$ cat src/rtl/serdes_pkg.sv
// rtl/serdes_pkg.sv - shared serdes types, defaults and the parity helper
//   deser_state_t : receiver FSM states (PAR only reachable with PARITY_CHECK_EN)
//   DEFAULT_WIDTH : default data bits per frame
//   even_parity() : parity bit that makes the word plus that bit have even weight;
//                   narrower words are zero-extended, which leaves the result unchanged
package serdes_pkg;

  typedef enum logic [1:0] {
    IDLE  = 2'd0,
    SHIFT = 2'd1,
    PAR   = 2'd2
  } deser_state_t;

  localparam int DEFAULT_WIDTH = 8;

  function automatic logic even_parity(input logic [63:0] bits);
    return ^bits;
  endfunction

endpackage

$ cat src/rtl/sipo_deser.sv
// rtl/sipo_deser.sv - LSB-first serial-to-parallel receiver with one-word output buffer
//   Optional feature macro: PARITY_CHECK_EN (adds an even-parity bit after the data bits)
//   clk       in   rising-edge clock
//   rst       in   synchronous reset, active-low
//   sdata     in   serial data, LSB first
//   bit_en    in   sdata carries a valid bit this cycle
//   sync      in   with bit_en: this bit is bit 0 of a new frame
//   out_data  out  assembled word
//   out_valid out  out_data holds an unconsumed word
//   out_ready in   consumer accepts out_data when out_valid && out_ready
//   overrun   out  one-cycle pulse when a completed word is dropped
//   par_err   out  parity result belonging to out_data (0 without PARITY_CHECK_EN)
module sipo_deser
  import serdes_pkg::*;
#(
  parameter int WIDTH = DEFAULT_WIDTH
) (
  input  logic             clk,
  input  logic             rst,
  input  logic             sdata,
  input  logic             bit_en,
  input  logic             sync,
  output logic [WIDTH-1:0] out_data,
  output logic             out_valid,
  input  logic             out_ready,
  output logic             overrun,
  output logic             par_err
);

  localparam int CW = $clog2(WIDTH + 2);
  localparam logic [CW-1:0] LAST_DATA_CNT = CW'(WIDTH - 1);

  deser_state_t     state_q, state_d;
  logic [CW-1:0]    bit_cnt_q, bit_cnt_d;
  logic [WIDTH-1:0] shift_q, shift_d;
  logic [WIDTH-1:0] data_q, data_d;
  logic             valid_q, valid_d;
  logic             overrun_q, overrun_d;

  logic [WIDTH-1:0] shifted;
  logic [WIDTH-1:0] word;
  logic             done;

`ifdef PARITY_CHECK_EN
  logic             perr_q, perr_d;
  logic             word_perr;
`else
  // Without the parity bit the LSB shifts straight out into the completed word.
  logic             unused_shift_lsb;
  assign unused_shift_lsb = shift_q[0];
`endif

  assign shifted = {sdata, shift_q[WIDTH-1:1]};

  always_comb begin
    state_d   = state_q;
    bit_cnt_d = bit_cnt_q;
    shift_d   = shift_q;
    data_d    = data_q;
    valid_d   = valid_q;
    overrun_d = 1'b0;
    word      = shifted;
    done      = 1'b0;
`ifdef PARITY_CHECK_EN
    perr_d    = perr_q;
    word_perr = 1'b0;
`endif

    if (valid_q && out_ready) begin
      valid_d = 1'b0;
    end

    if (bit_en) begin
      if (sync) begin
        // Start (or restart) a frame: older partial bits are discarded.
        state_d   = SHIFT;
        bit_cnt_d = CW'(1);
        shift_d   = {sdata, {(WIDTH-1){1'b0}}};
      end else begin
        case (state_q)
          IDLE: begin
          end
          SHIFT: begin
            shift_d = shifted;
            if (bit_cnt_q == LAST_DATA_CNT) begin
`ifdef PARITY_CHECK_EN
              state_d   = PAR;
              bit_cnt_d = bit_cnt_q + 1'b1;
`else
              state_d   = IDLE;
              bit_cnt_d = '0;
              done      = 1'b1;
              word      = shifted;
`endif
            end else begin
              bit_cnt_d = bit_cnt_q + 1'b1;
            end
          end
`ifdef PARITY_CHECK_EN
          PAR: begin
            // Parity bit is not shifted in; shift_q already holds the data.
            state_d   = IDLE;
            bit_cnt_d = '0;
            done      = 1'b1;
            word      = shift_q;
            word_perr = even_parity(64'(shift_q)) ^ sdata;
          end
`endif
          default: begin
            state_d   = IDLE;
            bit_cnt_d = '0;
          end
        endcase
      end
    end

    if (done) begin
      if (valid_q && !out_ready) begin
        // Held word has priority; the new one is lost.
        overrun_d = 1'b1;
      end else begin
        data_d  = word;
        valid_d = 1'b1;
`ifdef PARITY_CHECK_EN
        perr_d  = word_perr;
`endif
      end
    end
  end

  always_ff @(posedge clk) begin
    if (!rst) begin
      state_q   <= IDLE;
      bit_cnt_q <= '0;
      shift_q   <= '0;
      data_q    <= '0;
      valid_q   <= 1'b0;
      overrun_q <= 1'b0;
`ifdef PARITY_CHECK_EN
      perr_q    <= 1'b0;
`endif
    end else begin
      state_q   <= state_d;
      bit_cnt_q <= bit_cnt_d;
      shift_q   <= shift_d;
      data_q    <= data_d;
      valid_q   <= valid_d;
      overrun_q <= overrun_d;
`ifdef PARITY_CHECK_EN
      perr_q    <= perr_d;
`endif
    end
  end

  assign out_data  = data_q;
  assign out_valid = valid_q;
  assign overrun   = overrun_q;
`ifdef PARITY_CHECK_EN
  assign par_err   = perr_q;
`else
  assign par_err   = 1'b0;
`endif

endmodule

$ cat config.mk
export PLATFORM = sky130hd
export DESIGN_NAME = sipo_deser
export DESIGN_NICKNAME = d
export VERILOG_FILES = /design/src/rtl/serdes_pkg.sv /design/src/rtl/sipo_deser.sv
export SDC_FILE = /design/constraint.sdc
export NUM_CORES = 1
export LEC_CHECK = 0
export CORE_UTILIZATION = 40
export DETAILED_ROUTE_END_ITERATION = 12
export PLACE_DENSITY = 0.67
export SLEW_MARGIN = 10
export SYNTH_ARGS = -nofsm -noshare
export SYNTH_HDL_FRONTEND = slang
export SYNTH_SLANG_ARGS = --single-unit
$ cat constraint.sdc
create_clock -name clk -period 2.4 [get_ports clk]
set_input_delay 0.36 -clock clk [delete_from_list [all_inputs] [get_ports clk]]
set_output_delay 0.36 -clock clk [all_outputs]
set_load 0.05 [all_outputs]
==> impl_metrics.csv <==
group,metric,value,unit
logic_synthesis,ys_ff_latch,22,
finish,nNetsFinal,136,
worst_setup_path,crit_path_end,"out_data[7]",
route,drcViolationCount,0,
timing,slew_headroom,65.2,%
route,totalWireLength,1.96,mm
grt,grt_pass1_vias,745,
logic_synthesis,synth_area,1010,µm²
clocking,clkSinkCount,22,
logic_synthesis,async_flop_share,0,%
worst_setup_path,reg2reg_to,"out_data[2]",
placed_design,gp_congestion,0.707,
clocking,cts_resized,0,
route,viasPerCell,5.26,
logic_synthesis,synth_top_area_share,43.7,%
die,initial_core_util,43.9,%
logic_synthesis,synth.distinct_cells,27,
power,vdd_drop_max,0.508,mV
worst_setup_path,startpoint_type,"register",
power,p_seq_share,53.3,%
worst_setup_path,reg2reg_from,"bit_cnt_q[0]",
logic_synthesis,syn_inst,113,
logic_synthesis,synthTopCellsByCount,"dfxtp_1 (22), nand2_1 (21), mux2i_1 (9)",
outcome,outcome,"finished clean",
logic_synthesis,synth_seq_area_share,43.7,%
placed_design,pre_cts_slack,0.319,ns
worst_setup_path,cp.depth,1,
grt,grt_pass1_wl,3.28,mm
timing,clock-skew-final,0.00916,ns
timing,fin_crit_sh,76.8,%
power,pwr-share-comb,6.4,%
logic_synthesis,yosysMostFrequentCell,"dfxtp_1",
die,core,2300,µm²
grt,grt_usage,16.5,%
power,pwr_density_cell,571,nW/µm²
clocking,postCtsHoldBufs,0,
worst_setup_path,path_buf_inv,1,
logic_synthesis,synth.avg_cell_area,8.92,µm²
clocking,clk_pin_slew_worst_paths,0.13,ns
logic_synthesis,synth-edff-count,0,
worst_setup_path,cp_slowest_cell,"clkdlybuf4s50_1",
clocking,post_cts_buffers,0,
route,dr_total_vias,820,
power,internal_power,0.000558,W
run,cap_violations,0,
timing,post-route-min-period,1.84,ns
die,die_h,52.2,µm
logic_synthesis,synth_ff_type,"dfxtp_1",
worst_setup_path,crit_chain,"clkdlybuf4s50_1",
timing,fin_hold_ws,0.468,ns
clocking,cts_buffers,3,
worst_setup_path,crit_path_end_kind,"primary output",
logic_synthesis,yosysTopAreaCell,"dfxtp_1",
finish,area.growth.synth_to_final,22.7,%
clocking,clock_path_buffers,2,
die,die_w,52.2,µm
hold_path,worstHoldPathCells,2,
power,p_clk_share,40.3,%
power,cellLeakagePower,0.431,nW
worst_setup_path,worst_ep_required_time,2.04,ns
timing,worst_slew_pin_slew,0.520,ns
die,dieArea,2730,µm²
worst_setup_path,slowest_delay,0.80,ns
route,drt_iter0_drc,18,
worst_setup_path,cp_max_fo,2,
power,swShare,21.0,%
grt,antenna_found_initial,0,
worst_setup_path,crit_arrival,1.48,ns
worst_setup_path,rrSetupSlack,0.75,ns
worst_setup_path,critPathKind,"reg2out",
timing,rsz0062_at_grt,"false",
worst_setup_path,path_delay_family,"buffers and inverters",
timing,timing.final.ws_setup,0.556,ns
die,pin_count,17,
placed_design,portBuffers,15,
route,dr.pass1.iters,4,
logic_synthesis,syn-num-nets,120,
finish,antenna_cells,0,
timing,setup_viol,0,
placed_design,post-dp-hpwl,1.32,mm
worst_setup_path,reg2regPathDepth,4,
grt,grt_overflow_total,0,
clocking,cts_tree,"built",
power,p_sw,0.000148,W
clocking,htreeDepth,1,
logic_synthesis,ys_top_cells_by_area,"dfxtp_1 (44%), mux2i_1 (8.9%), nand2_1 (7.8%), nor2b_1 (5.0%), nand2b_1 (3.1%)",
route,ant_nets,0,
hold_path,holdCritPathClass,"reg2reg",
die,num_rows,17,
timing,hold_viol,0,
timing,slew_viol_final,0,
route,wl_per_cell,12.6,µm
timing,max_freq,542,MHz
timing,tns,0,ns
clocking,root_buffer,"clkbuf_4",
finish,num-fill-cells,225,
clocking,insertion_delay,0.31,ns
logic_synthesis,ys_warn_count,0,
finish,drive_gt1_share,7.03,%
grt,grt_max_degree,30,
worst_setup_path,worst_setup_path_startpoint,"out_data[7]",
-- power groups by stage --
stage                     clock [W]  combinational, W  sequential (W)
after floorplan                   0         0.0000314        0.000381
after global placement            0         0.0000446        0.000384
after detailed placement          0         0.0000452        0.000384
after CTS                  0.000294         0.0000454        0.000376
after global routing       0.000302         0.0000500        0.000377
final                      0.000285         0.0000454        0.000376
-- logic make-up after synthesis --
group / synth area share, %
AO/OA/AOI/OAI: 13.3
adder cells (fa/ha/maj): 1.24
buffers and inverters: 3.85
flip-flops: 43.7
multiplexers: 8.93
other: 0.372
AND/OR/NAND/NOR: 28.7
-- metal layers --
layer	track usage (%)	up-vias	share of wire [%]
li1	-	418	-
met1	20.6	384	48
met2	27.1	16	46
met3	5.80	2	4.4
met4	3.95	0	0.71
met5	0	-	0
-- how the worst min path moves through the flow --
stage / start / to / slack [ns]
finish: out_data[0] / out_data[0] / 0.47
global route: out_data[3] / out_data[3] / 0.50
CTS: out_data[0] / out_data[0] / 0.47
detailed placement: out_data[0] / out_data[0] / 0.45
global placement: out_data[4] / out_data[4] / 0.44
floorplan: shift_q[1] / out_data[0] / 0.44
-- cells in the final DEF, fill, tap and decap left out --
cell type	n
a21boi_0	2
a21o_1	1
a21oi_1	6
a22oi_1	4
a31oi_1	1
and3_1	1
and3b_1	1
and4b_1	2
buf_4	3
bufinv_16	1
clkbuf_4	3
clkdlybuf4s50_1	15
conb_1	1
dfxtp_1	22
ha_1	1
inv_1	2
mux2i_1	9
nand2_1	21
nand2b_1	5
nand3_1	6
nand3b_1	1
nand4b_1	1
nand4b_4	1
nor2_1	2
nor2b_1	8
nor3_4	1
o21a_1	4
o21ai_0	3
-- per-stage QoR --
step | total power (W) | cell area, µm² | cells | utilization, %
floorplan | 0.000412 | 1010 | 113 | -
global placement | 0.000429 | 1180 | 152 | 51.6
detailed placement | 0.000430 | 1180 | 152 | 51.6
CTS | 0.000715 | 1240 | 156 | 53.9
global route | 0.000730 | 1240 | 156 | 53.9
finish | 0.000706 | 1240 | 156 | 53.9
-- flip-flops by register name, summed over array words and instances, names as in the netlist --
signal     cells
state_q        1
overrun        1
out_valid      1
bit_cnt_q      4
shift_q        7
out_data       8
-- area by class of cell --
cell class / count / area [µm²] / share of cell area [%]
Sequential cell: 22 / 440 / 35.6
Timing Repair Buffer: 18 / 173 / 14.0
Inverter: 2 / 7.51 / 0.607
Clock buffer: 3 / 22.5 / 1.82
Multi-Input combinational cell: 82 / 529 / 42.8
Clock inverter: 1 / 30.0 / 2.43
Tap cell: 28 / 35.0 / 2.83
(Power assumes the default switching activity.)
